**config.mk**
```make
export PLATFORM = sky130hd
export DESIGN_NAME = pattern_gen
export DESIGN_NICKNAME = d
export VERILOG_FILES = /design/src/rtl/pattern_gen.sv
export SDC_FILE = /design/constraint.sdc
export NUM_CORES = 1
export LEC_CHECK = 0
export ABC_AREA = 0
export CORE_ASPECT_RATIO = 0.6
export CORE_UTILIZATION = 47
export CTS_CLUSTER_DIAMETER = 100
export CTS_CLUSTER_SIZE = 14
export DETAILED_ROUTE_END_ITERATION = 7
export GPL_TIMING_DRIVEN = 0
export PLACE_DENSITY = 0.84
export SETUP_SLACK_MARGIN = 0.15
export SLEW_MARGIN = 10
export SYNTH_ARGS = -nofsm -noshare
export SYNTH_HDL_FRONTEND = slang
export SYNTH_SLANG_ARGS = --single-unit
```
**constraint.sdc**
```tcl
create_clock -name clk -period 3.6 [get_ports clk]
set_input_delay 0.72 -clock clk [delete_from_list [all_inputs] [get_ports clk]]
set_output_delay 0.72 -clock clk [all_outputs]
set_load 0.005 [all_outputs]
```
**src/rtl/pattern_gen.sv**
```systemverilog
// -----------------------------------------------------------------------------
// pattern_gen
//   Parametrised, two-stage pipelined video test-pattern generator. Takes the
//   timing generator's active-pixel coordinates and data-enable, and produces
//   a registered pixel word from one of five run-time selectable patterns:
//     0 colour-block grid, 1 checkerboard, 2 grey ramp, 3 bouncing box,
//     4 solid colour, 5-7 black.
//   The pattern mode is latched only at frame start; the box moves once per
//   frame, at frame end, whatever the mode.
//
// Ports
//   clk         in   pixel clock
//   reset       in   synchronous active-high reset
//   de          in   active-pixel enable
//   hcount      in   [CW-1:0] active-region x coordinate (valid when de=1)
//   vcount      in   [CW-1:0] active-region y coordinate (valid when de=1)
//   mode_sel    in   [2:0] requested pattern mode
//   solid_rgb   in   [23:0] RGB888 colour used by mode 4
//   disp_data   out  [DW-1:0] pixel data, RGB888 or RGB565 (zero when !data_valid)
//   data_valid  out  de delayed by two clocks, aligned with disp_data
//   mode_active out  [2:0] pattern mode currently in use
// -----------------------------------------------------------------------------
module pattern_gen #(
  parameter int H_ACTIVE   = 1280,
  parameter int V_ACTIVE   = 720,
  parameter int CW         = 12,
  parameter int N_COLS     = 2,
  parameter int N_ROWS     = 4,
  parameter int RGB565     = 0,
  parameter int CHECK_LOG2 = 5,
  parameter int BOX_SIZE   = 64,
  parameter int STEP       = 4,
  localparam int DW        = (RGB565 != 0) ? 16 : 24
) (
  input  logic          clk,
  input  logic          reset,
  input  logic          de,
  input  logic [CW-1:0] hcount,
  input  logic [CW-1:0] vcount,
  input  logic [2:0]    mode_sel,
  input  logic [23:0]   solid_rgb,
  output logic [DW-1:0] disp_data,
  output logic          data_valid,
  output logic [2:0]    mode_active
);

  localparam int COL_W = H_ACTIVE / N_COLS;
  localparam int ROW_H = V_ACTIVE / N_ROWS;

  // Frame events
  logic frame_start;
  logic frame_end;

  assign frame_start = de && (hcount == '0) && (vcount == '0);
  assign frame_end   = de && (hcount == CW'(H_ACTIVE - 1)) && (vcount == CW'(V_ACTIVE - 1));

  // State
  logic [2:0]    mode_active_q, mode_active_d;
  logic [CW-1:0] box_x_q, box_x_d;
  logic [CW-1:0] box_y_q, box_y_d;
  logic          dir_x_q, dir_x_d;
  logic          dir_y_q, dir_y_d;
  logic          de1_q, de1_d;
  logic [23:0]   pix_q, pix_d;
  logic          de2_q, de2_d;
  logic [DW-1:0] disp_q, disp_d;

  // Colour-grid decode: one constant comparator per column/row boundary.
  // Thresholds are monotonic, so the number of boundaries passed is the
  // column (row) index. Coordinates past the active area pass every
  // boundary and therefore land in the last column/row, which also absorbs
  // any division remainder.
  logic [N_COLS-1:0] col_ge;
  logic [N_ROWS-1:0] row_ge;
  logic [4:0]        col_idx;
  logic [4:0]        row_idx;

  assign col_ge[0] = 1'b0;
  assign row_ge[0] = 1'b0;

  genvar gi;
  generate
    for (gi = 1; gi < N_COLS; gi++) begin : g_col
      assign col_ge[gi] = (hcount >= CW'(gi * COL_W));
    end
    for (gi = 1; gi < N_ROWS; gi++) begin : g_row
      assign row_ge[gi] = (vcount >= CW'(gi * ROW_H));
    end
  endgenerate

  always_comb begin
    col_idx = '0;
    for (int i = 0; i < N_COLS; i++) begin
      col_idx = col_idx + {4'd0, col_ge[i]};
    end
    row_idx = '0;
    for (int i = 0; i < N_ROWS; i++) begin
      row_idx = row_idx + {4'd0, row_ge[i]};
    end
  end

  // Pattern sources
  logic [2:0]  grid_idx;
  logic [23:0] grid_rgb;
  logic        checker_on;
  logic [7:0]  grey;
  logic        in_box_x;
  logic        in_box_y;
  logic [2:0]  eff_mode;

  always_comb begin
    grid_idx   = 3'(row_idx * N_COLS + col_idx);
    // idx bit 0 -> blue, bit 1 -> red, bit 2 -> green
    grid_rgb   = {{8{grid_idx[1]}}, {8{grid_idx[2]}}, {8{grid_idx[0]}}};
    checker_on = hcount[CHECK_LOG2] ^ vcount[CHECK_LOG2];
    // 51/256 ~ 255/1280: ramps 0..254 across the line without a divider
    grey       = 8'((32'(hcount) * 51) >> 8);
    // one extra bit so box_x + BOX_SIZE cannot wrap
    in_box_x   = ({1'b0, hcount} >= {1'b0, box_x_q}) &&
                 ({1'b0, hcount} <  ({1'b0, box_x_q} + (CW+1)'(BOX_SIZE)));
    in_box_y   = ({1'b0, vcount} >= {1'b0, box_y_q}) &&
                 ({1'b0, vcount} <  ({1'b0, box_y_q} + (CW+1)'(BOX_SIZE)));
    // The frame-start pixel already uses the newly requested mode.
    eff_mode   = frame_start ? mode_sel : mode_active_q;
  end

  // Stage 1: pattern decode to RGB888
  always_comb begin
    pix_d = '0;
    unique case (eff_mode)
      3'd0: pix_d = grid_rgb;
      3'd1: pix_d = checker_on ? 24'hFFFFFF : 24'h000000;
      3'd2: pix_d = {grey, grey, grey};
      3'd3: pix_d = (in_box_x && in_box_y) ? 24'hFFFFFF : 24'h0000FF;
      3'd4: pix_d = solid_rgb;
      default: pix_d = '0;
    endcase
    de1_d         = de;
    mode_active_d = frame_start ? mode_sel : mode_active_q;
  end

  // Box motion: bounce against the active-area edges, both axes together.
  always_comb begin
    box_x_d = box_x_q;
    box_y_d = box_y_q;
    dir_x_d = dir_x_q;
    dir_y_d = dir_y_q;
    if (frame_end) begin
      if (dir_x_q) begin
        if (int'(box_x_q) + STEP + BOX_SIZE > H_ACTIVE) begin
          box_x_d = CW'(H_ACTIVE - BOX_SIZE);
          dir_x_d = 1'b0;
        end else begin
          box_x_d = box_x_q + CW'(STEP);
        end
      end else begin
        if (int'(box_x_q) < STEP) begin
          box_x_d = '0;
          dir_x_d = 1'b1;
        end else begin
          box_x_d = box_x_q - CW'(STEP);
        end
      end
      if (dir_y_q) begin
        if (int'(box_y_q) + STEP + BOX_SIZE > V_ACTIVE) begin
          box_y_d = CW'(V_ACTIVE - BOX_SIZE);
          dir_y_d = 1'b0;
        end else begin
          box_y_d = box_y_q + CW'(STEP);
        end
      end else begin
        if (int'(box_y_q) < STEP) begin
          box_y_d = '0;
          dir_y_d = 1'b1;
        end else begin
          box_y_d = box_y_q - CW'(STEP);
        end
      end
    end
  end

  // Stage 2: output formatting and blanking
  assign de2_d = de1_q;

  generate
    if (RGB565 != 0) begin : g_565
      always_comb begin
        disp_d = de1_q ? {pix_q[23:19], pix_q[15:10], pix_q[7:3]} : '0;
      end
      // colour LSBs dropped by RGB565 truncation
      logic unused_lsbs;
      assign unused_lsbs = ^{pix_q[18:16], pix_q[9:8], pix_q[2:0]};
    end else begin : g_888
      always_comb begin
        disp_d = de1_q ? pix_q : '0;
      end
    end
  endgenerate

  always_ff @(posedge clk) begin
    if (reset) begin
      mode_active_q <= '0;
      box_x_q       <= '0;
      box_y_q       <= '0;
      dir_x_q       <= 1'b1;
      dir_y_q       <= 1'b1;
      de1_q         <= 1'b0;
      pix_q         <= '0;
      de2_q         <= 1'b0;
      disp_q        <= '0;
    end else begin
      mode_active_q <= mode_active_d;
      box_x_q       <= box_x_d;
      box_y_q       <= box_y_d;
      dir_x_q       <= dir_x_d;
      dir_y_q       <= dir_y_d;
      de1_q         <= de1_d;
      pix_q         <= pix_d;
      de2_q         <= de2_d;
      disp_q        <= disp_d;
    end
  end

  assign disp_data   = disp_q;
  assign data_valid  = de2_q;
  assign mode_active = mode_active_q;

endmodule

```
==> impl_metrics.ini <==
[synth]
synth_top_area_cell = dfxtp_1
synth_cell_types = 67
yosys_register_bits = 75
synth_top_flop_cell = dfxtp_1
synthesis.instances = 745
yosysSeqAreaShare_pct = 24.6
synth-warning-count = 0
synth_common_cells = ha_1, inv_1, dfxtp_1, nand2_1, nor2_1
synthArstFlopShare_pct = 0
netlist_top_cells_area = dfxtp_1, ha_1, fa_1
number_of_synthesized_flops_with_an_enable_pin = 0
synth.cell_area_um2 = 6100
yosysTopAreaCellShare_pct = 24.6
postSynthAreaPerCell_um2 = 8.19
syn-num-nets = 898
synthMostInstantiatedCell = ha_1

[pwr]
pwr_density_cell_nw_per_um2 = 341
max-vdd-ir-drop_mv = 0.212
leak_nw = 3.09
post-layout-total-power_mw = 2.69

[detailed_routing]
detail_route.first_pass.iterations = 8
final_antenna_net_count = 0
detail_route.vias_per_cell = 5.87
routed_wirelength_mm = 17.7
post_dr_wirelength_cell_um = 17.4
drc = 2
number_of_vias_after_detailed_routing = 5959
dr.first_iter.drc_count = 468

[die]
core.rowCount = 31
starting_density_of_the_core_pct = 49.5
io_pins = 82
placeableCoreArea_um2 = 12300
die_h_um = 90.3
die_width_um = 149
floorplan.die_area_um2 = 13500

[cts]
cts.hold.buffers_added = 0
clock_tree.buffer_depth = 2
h-tree-depth = 3
clock_tree.root_cell = clkbuf_16
cts_tree = built
cts_num_sinks = 75
clock_pin_slew_worst_setup_and_hold_paths_ns = 0.06
total_cts_buffers = 9
clock_insertion_delay_worst_skew_ns = 0.35

[timing]
rsz0062_at_grt = yes
setup_tns_ns = 0
worst-slew-pin-transition_ns = 0.711
finalWorstPathRequiredPeriod_ns = 3.45
fmax_mhz = 290
final_min_period_over_clock_period_pct = 95.9
finalHoldViolations = 0
maxSlewViolCount = 0
skew_final_ns = 0.0111
timing.max_slew.rel_slack_pct = 52.6
setup-violations-final = 0

[global_routing]
grt_overflow = 0
grt_start_max_net_pins = 17
grt_first_pass_wirelength_mm = 28.0
groute.usage.overall_pct = 26.2
grt_pass1_vias = 5393
number_of_antenna_violations_at_the_first_check_in_global_routing = 0

[cells_and_area]
fraction_of_final_layout_cells_sized_beyond_drive_strength_1_pct = 14.5
antenna_cells = 0
areaGrowthSynthToFinish_pct = 29.5
nets = 999

[place]
gpl.final_weighted_congestion = 0.933
final_hpwl_dp_mm = 13.4
port-buffer-count = 81

[setup_path]
critical_path.n_buffers_inverters = 4
worst-path-max-fanout = 6
worst_ep_arrival_time_ns = 3.67
critical-path-max-stage-delay_ns = 0.53
crit_chain = buf_12 -> inv_6 -> ha_4 -> inv_2 -> fa_1 -> fa_1 -> inv_2 -> ha_4 -> a21oi_2 -> nand3_2 -> o21ai_4 -> a21boi_2 -> or3_1 -> nand3_2 -> a31oi_2
critical_path.startpoint_type = input pin
worst_path_max_delay_cell = fa_1
ff2ff_setup_slack_ns = 0.42
criticalPathCategory = input pin to flip-flop
cp_data_required_time_ns = 3.82
cp_top_delay_family = adder cells
timing.critical_path.to_type = flip-flop

[outcome]
violations = design-rule violations
outcome = finished, violations left

[worst_hold_path]
min-delay-path-class = flip-flop to flip-flop

[run]
drv_cap = 0
==> kinds of logic (layout without fill, tap and decap cells) <==
| kind of cell | count (synthesis) | in the layout | synth area share (%) |
|---|---|---|---|
| xor gates and xnor gates | 23 | 23 | 3.30 |
| muxes | 4 | 4 | 0.656 |
| buffers and inverters | 110 | 216 | 6.89 |
| and+or+nand+nor | 245 | 245 | 21.8 |
| DFF | 75 | 75 | 24.6 |
| adders and majority gates | 99 | 99 | 22.3 |
| AOI/OAI and AO/OA | 189 | 189 | 20.5 |
==> timing repair <==
| action | CTS | global route |
|---|---|---|
| endpoints found under the setup margin | 43 | 33 |
| pin swaps | 20 | 20 |
| setup buffers | 5 | 4 |
| gates resized for setup | 98 | 42 |
==> per-stage QoR <==
step	setup slack (ns)	area, um2	util, %	hold slack, ns	std cells
final	0.148	7900	64.0	0.422	1016
after global routing	0.0628	7900	64.0	0.438	1016
after CTS	0.108	7770	63.0	0.428	1012
after detailed placement	-0.940	7250	58.8	0.412	991
after global placement	-0.855	7250	58.8	0.408	991
after floorplan	0.154	6240	-	0.406	745
==> layout make-up <==
type / count / area [um2]
Tap cell: 165 / 206
Inverter: 79 / 317
Buffer: 31 / 131
Sequential cell: 75 / 1500
Clock inverter: 7 / 70.1
Clock buffer: 9 / 225
Timing Repair Buffer: 90 / 916
Multi-Input combinational cell: 560 / 4530
Fill cell: 982 / 4430
==> cells in the final DEF, fill, tap and decap left out, types with 5 or more instances in the layout <==
cell type	instances
a211oi_1	10
a21o_1	12
a21oi_1	32
a221oi_1	11
a31oi_1	28
and2_1	26
and3_1	5
buf_12	5
buf_2	8
buf_4	11
clkbuf_1	21
clkbuf_16	9
clkdlybuf4s50_1	68
dfxtp_1	74
fa_1	15
ha_1	65
ha_4	18
inv_1	59
inv_2	12
nand2_1	59
nand2b_1	5
nand3_1	24
nand4_1	13
nor2_1	37
nor3_1	15
nor3b_1	6
nor4_1	5
o211ai_1	9
o21ai_0	28
o22ai_1	5
o31ai_1	5
or2_2	7
or3_1	10
xnor2_1	19
==> worst paths after layout <==
| check | cells after the start | startpoint | to |
|---|---|---|---|
| max | 15 | hcount[5] | pix_q[12]$_SDFF_PP0_ |
| min | 1 | pix_q[8]$_SDFF_PP0_ | disp_data[8]$_SDFF_PP0_ |
| max reg2reg | 11 | box_x_q[7]$_SDFFE_PP0P_ | pix_q[15]$_SDFF_PP0_ |
| min reg2reg | 1 | pix_q[8]$_SDFF_PP0_ | disp_data[8]$_SDFF_PP0_ |
==> worst register-to-register path: cells and delay by family (launching register included) <==
kind                       cells  cell delay (ns)
and+or+nand+nor                2             0.31
adders and majority gates      2             0.63
xor gates and xnor gates       1             0.15
AOI/OAI and AO/OA              6             1.55
DFF                            1             0.47
==> where the power goes <==
group	total (mW)	internal (mW)	switching (mW)
sequential	0.872	0.862	0.00987
combinational	0.918	0.441	0.477
clock	0.903	0.485	0.418
==> sequential cells by signal (all words and copies together), names as in the netlist, 3 cells and up <==
name         flops
pix_q           24
disp_data       24
box_x_q         10
mode_active      3
box_y_q         10
==> metal layers <==
metal	vias up	global-route usage, %	share of wire [%]
met5	-	0	0
met2	293	38.1	42
met3	19	6.77	9.9
met4	0	4.00	0.96
met1	2771	39.0	48
li1	2876	-	-
Power figures use the tool's default switching activity.
